--- config.mk ---
export PLATFORM = sky130hd
export DESIGN_NAME = ixc_clock_phase_monitor
export DESIGN_NICKNAME = d
export VERILOG_FILES = /design/src/rtl/ixc_clock_phase_monitor.sv
export SDC_FILE = /design/constraint.sdc
export NUM_CORES = 1
export LEC_CHECK = 0
export ABC_CLOCK_PERIOD_IN_PS = 3070
export BUFFER_PORTS_ARGS = -buffer_cell sky130_fd_sc_hd__clkbuf_2
export CAP_MARGIN = 5
export CORE_UTILIZATION = 51
export DETAILED_ROUTE_END_ITERATION = 12
export GPL_TIMING_DRIVEN = 0
export PLACE_DENSITY = 0.86
export RECOVER_POWER = 50
export SETUP_SLACK_MARGIN = 0.5
export SYNTH_ARGS = -nofsm -noshare
export SYNTH_HDL_FRONTEND = slang
export SYNTH_SLANG_ARGS = --single-unit
export TNS_END_PERCENT = 50
--- constraint.sdc ---
create_clock -name clk -period 3.07 [get_ports clk]
set_input_delay 0.4605 -clock clk [delete_from_list [all_inputs] [get_ports clk]]
set_output_delay 0.4605 -clock clk [all_outputs]
set_load 0.05 [all_outputs]
--- src/rtl/ixc_clock_phase_monitor.sv ---
// Phase-length monitor for a generated clock sampled in the evaluation-clock domain.
// Measures every phase in emulation time units and reports lock, phase errors and stuck clocks.
module ixc_clock_phase_monitor #(
  parameter int EXPECTED_PHASE = 625,
  parameter int TOLERANCE      = 0,
  parameter int LOCK_COUNT     = 4,
  parameter int STUCK_LIMIT    = 2500,
  parameter int DELTA_W        = 11,
  parameter int ACC_W          = 16
) (
  input  logic               clk,
  input  logic               rst,
  input  logic               enable,
  input  logic [DELTA_W-1:0] delta,
  input  logic               phi_in,
  output logic               meas_valid,
  output logic [ACC_W-1:0]   meas_phase,
  output logic               meas_level,
  output logic               err_phase,
  output logic               err_stuck,
  output logic               locked,
  output logic [15:0]        edge_count
);

  typedef enum logic [1:0] {
    IDLE    = 2'd0,
    ACQUIRE = 2'd1,
    MEASURE = 2'd2,
    LOCKED  = 2'd3
  } state_t;

  localparam logic [31:0] LO_LIM    = (EXPECTED_PHASE > TOLERANCE) ? 32'(EXPECTED_PHASE - TOLERANCE) : 32'd0;
  localparam logic [31:0] HI_LIM    = 32'(EXPECTED_PHASE + TOLERANCE);
  localparam logic [31:0] STUCK_LIM = 32'(STUCK_LIMIT);
  localparam logic [3:0]  LOCK_N    = 4'(LOCK_COUNT);

  state_t             state_q;
  logic [ACC_W-1:0]   acc_q;
  logic               phi_prev_q;
  logic [3:0]         good_cnt_q;
  logic               meas_valid_q;
  logic [ACC_W-1:0]   meas_phase_q;
  logic               meas_level_q;
  logic               err_phase_q;
  logic               err_stuck_q;
  logic               locked_q;
  logic [15:0]        edge_count_q;

  logic [ACC_W:0]     sum_wide_d;
  logic [ACC_W-1:0]   sum_d;
  logic               sat_d;
  logic               edge_d;
  logic               good_d;
  logic               stuck_d;

  // Saturating phase sum and per-cycle edge / tolerance / stuck decisions.
  always_comb begin
    sum_wide_d = {1'b0, acc_q} + {{(ACC_W + 1 - DELTA_W){1'b0}}, delta};
    sat_d      = sum_wide_d[ACC_W];
    sum_d      = sat_d ? {ACC_W{1'b1}} : sum_wide_d[ACC_W-1:0];
    edge_d     = (phi_in != phi_prev_q);
    // A saturated sum is never a trustworthy length, so it is always bad.
    good_d     = !sat_d && (32'(sum_d) >= LO_LIM) && (32'(sum_d) <= HI_LIM);
    stuck_d    = (32'(sum_d) > STUCK_LIM);
  end

  // Monitor FSM with registered measurement and status outputs.
  always_ff @(posedge clk or posedge rst) begin
    if (rst) begin
      state_q      <= IDLE;
      acc_q        <= '0;
      phi_prev_q   <= 1'b0;
      good_cnt_q   <= 4'd0;
      meas_valid_q <= 1'b0;
      meas_phase_q <= '0;
      meas_level_q <= 1'b0;
      err_phase_q  <= 1'b0;
      err_stuck_q  <= 1'b0;
      locked_q     <= 1'b0;
      edge_count_q <= 16'd0;
    end else begin
      phi_prev_q   <= phi_in;
      meas_valid_q <= 1'b0;
      err_phase_q  <= 1'b0;
      if (!enable) begin
        state_q     <= IDLE;
        acc_q       <= '0;
        good_cnt_q  <= 4'd0;
        err_stuck_q <= 1'b0;
        locked_q    <= 1'b0;
      end else begin
        case (state_q)
          IDLE: begin
            state_q     <= ACQUIRE;
            acc_q       <= '0;
            good_cnt_q  <= 4'd0;
            err_stuck_q <= 1'b0;
            locked_q    <= 1'b0;
          end
          ACQUIRE: begin
            if (edge_d) begin
              // Phase start unknown: the first measurement is thrown away.
              state_q      <= MEASURE;
              acc_q        <= '0;
              err_stuck_q  <= 1'b0;
              edge_count_q <= edge_count_q + 16'd1;
            end else if (stuck_d) begin
              acc_q       <= '0;
              err_stuck_q <= 1'b1;
            end else begin
              acc_q <= sum_d;
            end
          end
          MEASURE, LOCKED: begin
            if (edge_d) begin
              acc_q        <= '0;
              err_stuck_q  <= 1'b0;
              edge_count_q <= edge_count_q + 16'd1;
              meas_valid_q <= 1'b1;
              meas_phase_q <= sum_d;
              meas_level_q <= phi_prev_q;
              if (good_d) begin
                if (state_q == MEASURE) begin
                  if (good_cnt_q + 4'd1 >= LOCK_N) begin
                    state_q    <= LOCKED;
                    locked_q   <= 1'b1;
                    good_cnt_q <= LOCK_N;
                  end else begin
                    good_cnt_q <= good_cnt_q + 4'd1;
                  end
                end
              end else begin
                err_phase_q <= 1'b1;
                good_cnt_q  <= 4'd0;
                locked_q    <= 1'b0;
                state_q     <= MEASURE;
              end
            end else if (stuck_d) begin
              state_q     <= ACQUIRE;
              acc_q       <= '0;
              err_stuck_q <= 1'b1;
              locked_q    <= 1'b0;
              good_cnt_q  <= 4'd0;
            end else begin
              acc_q <= sum_d;
            end
          end
          default: state_q <= IDLE;
        endcase
      end
    end
  end

  assign meas_valid = meas_valid_q;
  assign meas_phase = meas_phase_q;
  assign meas_level = meas_level_q;
  assign err_phase  = err_phase_q;
  assign err_stuck  = err_stuck_q;
  assign locked     = locked_q;
  assign edge_count = edge_count_q;

endmodule

==> results.yml <==
critical_path:
  cp_num_buf_inv: 1
  path_cells: "ha_4 > buf_6 > a21oi_2 > nand2_1 > o22a_1 > or3_4 > a2111o_1 > nor4b_4 > a32oi_1 > a21o_2 > mux2_4"
  reg2reg_slack_ps: -150
  critPathRequiredTime_ps: 3300
  r2r-start: "acc_q[8]$_DFF_PP0_"
  critPathKind: "flop to flop"
  r2r_cells: 11
  crit_fanout: 7
  start_kind: "flop"
  r2r_end: "good_cnt_q[1]$_DFFE_PP0P_"
  critPathCapture: "good_cnt_q[1]$_DFFE_PP0P_"
  path_delay_family: "compound AO/OA/AOI/OAI gates"
  crit_slowest_cell: "a2111o_1"
  crit_cells: 11
  cp-startpoint: "acc_q[8]$_DFF_PP0_"
  cp_data_arrival_time_ps: 3460
  endpoint_kind: "flop"
  cpPeakStageDelay_ps: 460
die:
  die_y_um: 80.79
  num_rows: 28
  fp.dieW_um: 80.79
  coreArea_um2: 5956
  ios: 52
  initial_utilization_pct: 53.15
  dieArea_um2: 6526
logic_synthesis:
  ys_seq_area_share_pct: 47.43
  synth_area_um2: 3166
  synthAdderAreaFrac_pct: 5.771
  synth_edf_count: 0
  synthXorXnorAreaFrac_pct: 7.747
  syn-instance-count: 322
  postSynthAreaPerCell_um2: 9.831
  synth_largest_area_cell: "dfrtp_1"
  ys_ff_latch: 60
  synth.distinct_cells: 57
  synth-simple-area-share_pct: 19.29
  synthArstFlopShare_pct: 100.0
  synth_mux_area_share_pct: 2.095
  ys_top_cells_by_area: "dfrtp_1, xnor2_1, ha_1"
  yosysTopAreaCellShare_pct: 47.43
  synth_top_family_by_area: "simple AND/OR/NAND/NOR gates"
  ys.flop_type: "dfrtp_1"
  yosys_warnings: 0
  synth_compound_area_share_pct: 13.95
drt:
  topRoutingLayerUsed: "met4"
  wl_met1_um: 3367
  drt_wl_total_um: 8275
  vias: 2842
  dr_wl_met2_um: 4100
  ant_nets: 0
  post-route-drc-count: 0
  wire_per_inst_um: 17.24
  via_per_inst: 5.921
  met3_length_um: 486
  dr.pass1.iters: 7
  drt_iter0_markers: 243
sta:
  drv_slew: 34
  post-route-period-util_pct: 105.0
  skew_ps: 10.43
  fin_crit_ps: 3223
  fin_ws_ps: -153.4
  slew_headroom_pct: -14.76
  hold_viol_final: 0
  max_freq_mhz: 310.2
  setup_violations: 15
  setup-tns-final_ps: -1736
  tightest_slew_ps: 1721
  rsz0062_at_grt: "true"
power_and_ir_drop:
  finalPower_mw: 2.511
  ir_drop_v: 0.0007187
  power.density_nw_per_um2: 603.5
  p_leak_nw: 1.951
final_layout:
  synthToLayoutAreaGrowth_pct: 31.46
  drive_gt1_share_pct: 31.60
  antenna_cells: 0
  final_core_util_pct: 69.87
  nets: 429
  stdcell_count: 480
clock_network:
  clock_latency_ps: 350
  cts_buffer_depth: 2
  numCtsBuffers: 9
  clk_pin_slew_worst_paths_ps: 80
  ctsHoldBuffers: 0
  h-tree-depth: 3
  cts_tree: "done"
  cts_root_buf: "clkbuf_8"
  clock-sinks: 60
grt:
  overflow: 0
  grt_max_degree: 34
  grt_pass1_vias: 2789
  track_usage_pct: 27.16
  grt_pass1_wl_um: 13230
  antenna_found_initial: 0
placement:
  dp.cells: 452
  port_buffers: 51
  gp_congestion: 0.8883
  hpwl_um: 5285
min_path:
  hp-start: "phi_in"
  hp-class: "input port to flop"
flow_run:
  maxCapViolations: 1
status:
  violations: "capacitance limit, slew limit, setup timing"
  outcome: "finished with violations"
power by group:
part	switching, mW	leakage (nW)	internal, mW
clock network	0.343	0.110	0.462
registers	0.0896	0.783	0.898
logic	0.550	1.06	0.168
total	0.983	1.95	1.53
through the flow:
stage,setup WS (ps),instance area [um^2],hold WS (ps)
final,-153.4,4161,303.6
after floorplan,-45.75,3316,491.9
after detailed placement,-443.2,3685,461.2
after global placement,-408.6,3665,457.5
after CTS,-58.87,4068,176.1
after global routing,-226.1,4161,295.2
sequential cells by signal, summed over array words and instances (netlist names):
| register | flops |
|---|---|
| acc_q | 16 |
| edge_count | 16 |
| err_phase | 1 |
| err_stuck | 1 |
| good_cnt_q | 4 |
| locked | 1 |
| meas_level | 1 |
| meas_phase | 16 |
| meas_valid | 1 |
| phi_prev_q | 1 |
| state_q | 2 |
cell usage after synthesis, drive strengths merged, types with 6 or more instances:
| library cell | n |
|---|---|
| a21oi | 8 |
| nand3 | 10 |
| nand4 | 10 |
| nand2 | 31 |
| nor2 | 36 |
| xnor2 | 21 |
| xor2 | 7 |
| nor3 | 8 |
| dfrtp | 60 |
| o21ai | 23 |
| inv | 20 |
| a31oi | 6 |
| ha | 13 |
| a21o | 7 |
cells in the final DEF (no fill, tap or decap), types with 9 or more instances in the layout:
cell type and count:
dfrtp_1 60, clkbuf_2 43, clkbuf_1 12, inv_1 20
nor2_1 28, buf_4 11, nand4_1 10, clkbuf_8 10
xnor2_1 17, nand2_1 31, o21ai_0 20, nand3_1 9
cell families after synthesis:
kind of cell | count (synthesis)
other | 1
buffers and inverters | 28
AO/OA/AOI/OAI | 67
XOR/XNOR | 28
adder cells (fa/ha/maj) | 14
flip-flops | 60
AND/OR/NAND/NOR | 119
multiplexers | 5
final cells by class:
class                      count  area [um^2]
buffer                         8        70.07
tap                           75        93.84
timing repair buffer          64        360.3
multi-input combinational    237         1838
sequential                    60         1501
clock buffer                   9        123.9
clock inverter                 7        98.84
fill                         421         1794
inverter                      20        75.07
routing by layer:
| metal | global-route usage [%] | vias up |
|---|---|---|
| li1 | - | 1290 |
| met1 | 33.31 | 1388 |
| met2 | 44.66 | 129 |
| met3 | 6.404 | 35 |
| met4 | 14.11 | 0 |
| met5 | 0 | - |
worst register-to-register path, cell delays in order (launching register included):
cell and delay, ps:
dfrtp_1 400, ha_4 220, buf_6 130, a21oi_2 200, nand2_1 120, o22a_1 220, or3_4 340, a2111o_1 460
nor4b_4 270, a32oi_1 170, a21o_2 280, mux2_4 310
how the worst min path moves through the flow:
stage	slack, ps	depth (start not counted)	endpoint
floorplan	490	0	phi_prev_q$_DFF_PP0_
global placement	460	1	edge_count[15]$_DFFE_PP0P_
detailed placement	460	1	edge_count[15]$_DFFE_PP0P_
CTS	180	2	edge_count[13]$_DFFE_PP0P_
global route	300	1	phi_prev_q$_DFF_PP0_
finish	300	1	phi_prev_q$_DFF_PP0_
repair_timing:
item | CTS | global route
resized for setup | 18 | 18
endpoints found under the setup margin | 21 | 22
gates cloned | 0 | 1
pin swaps | 17 | 9
setup buffers | 8 | 3
Note: power is estimated with default switching activity, not from simulation.
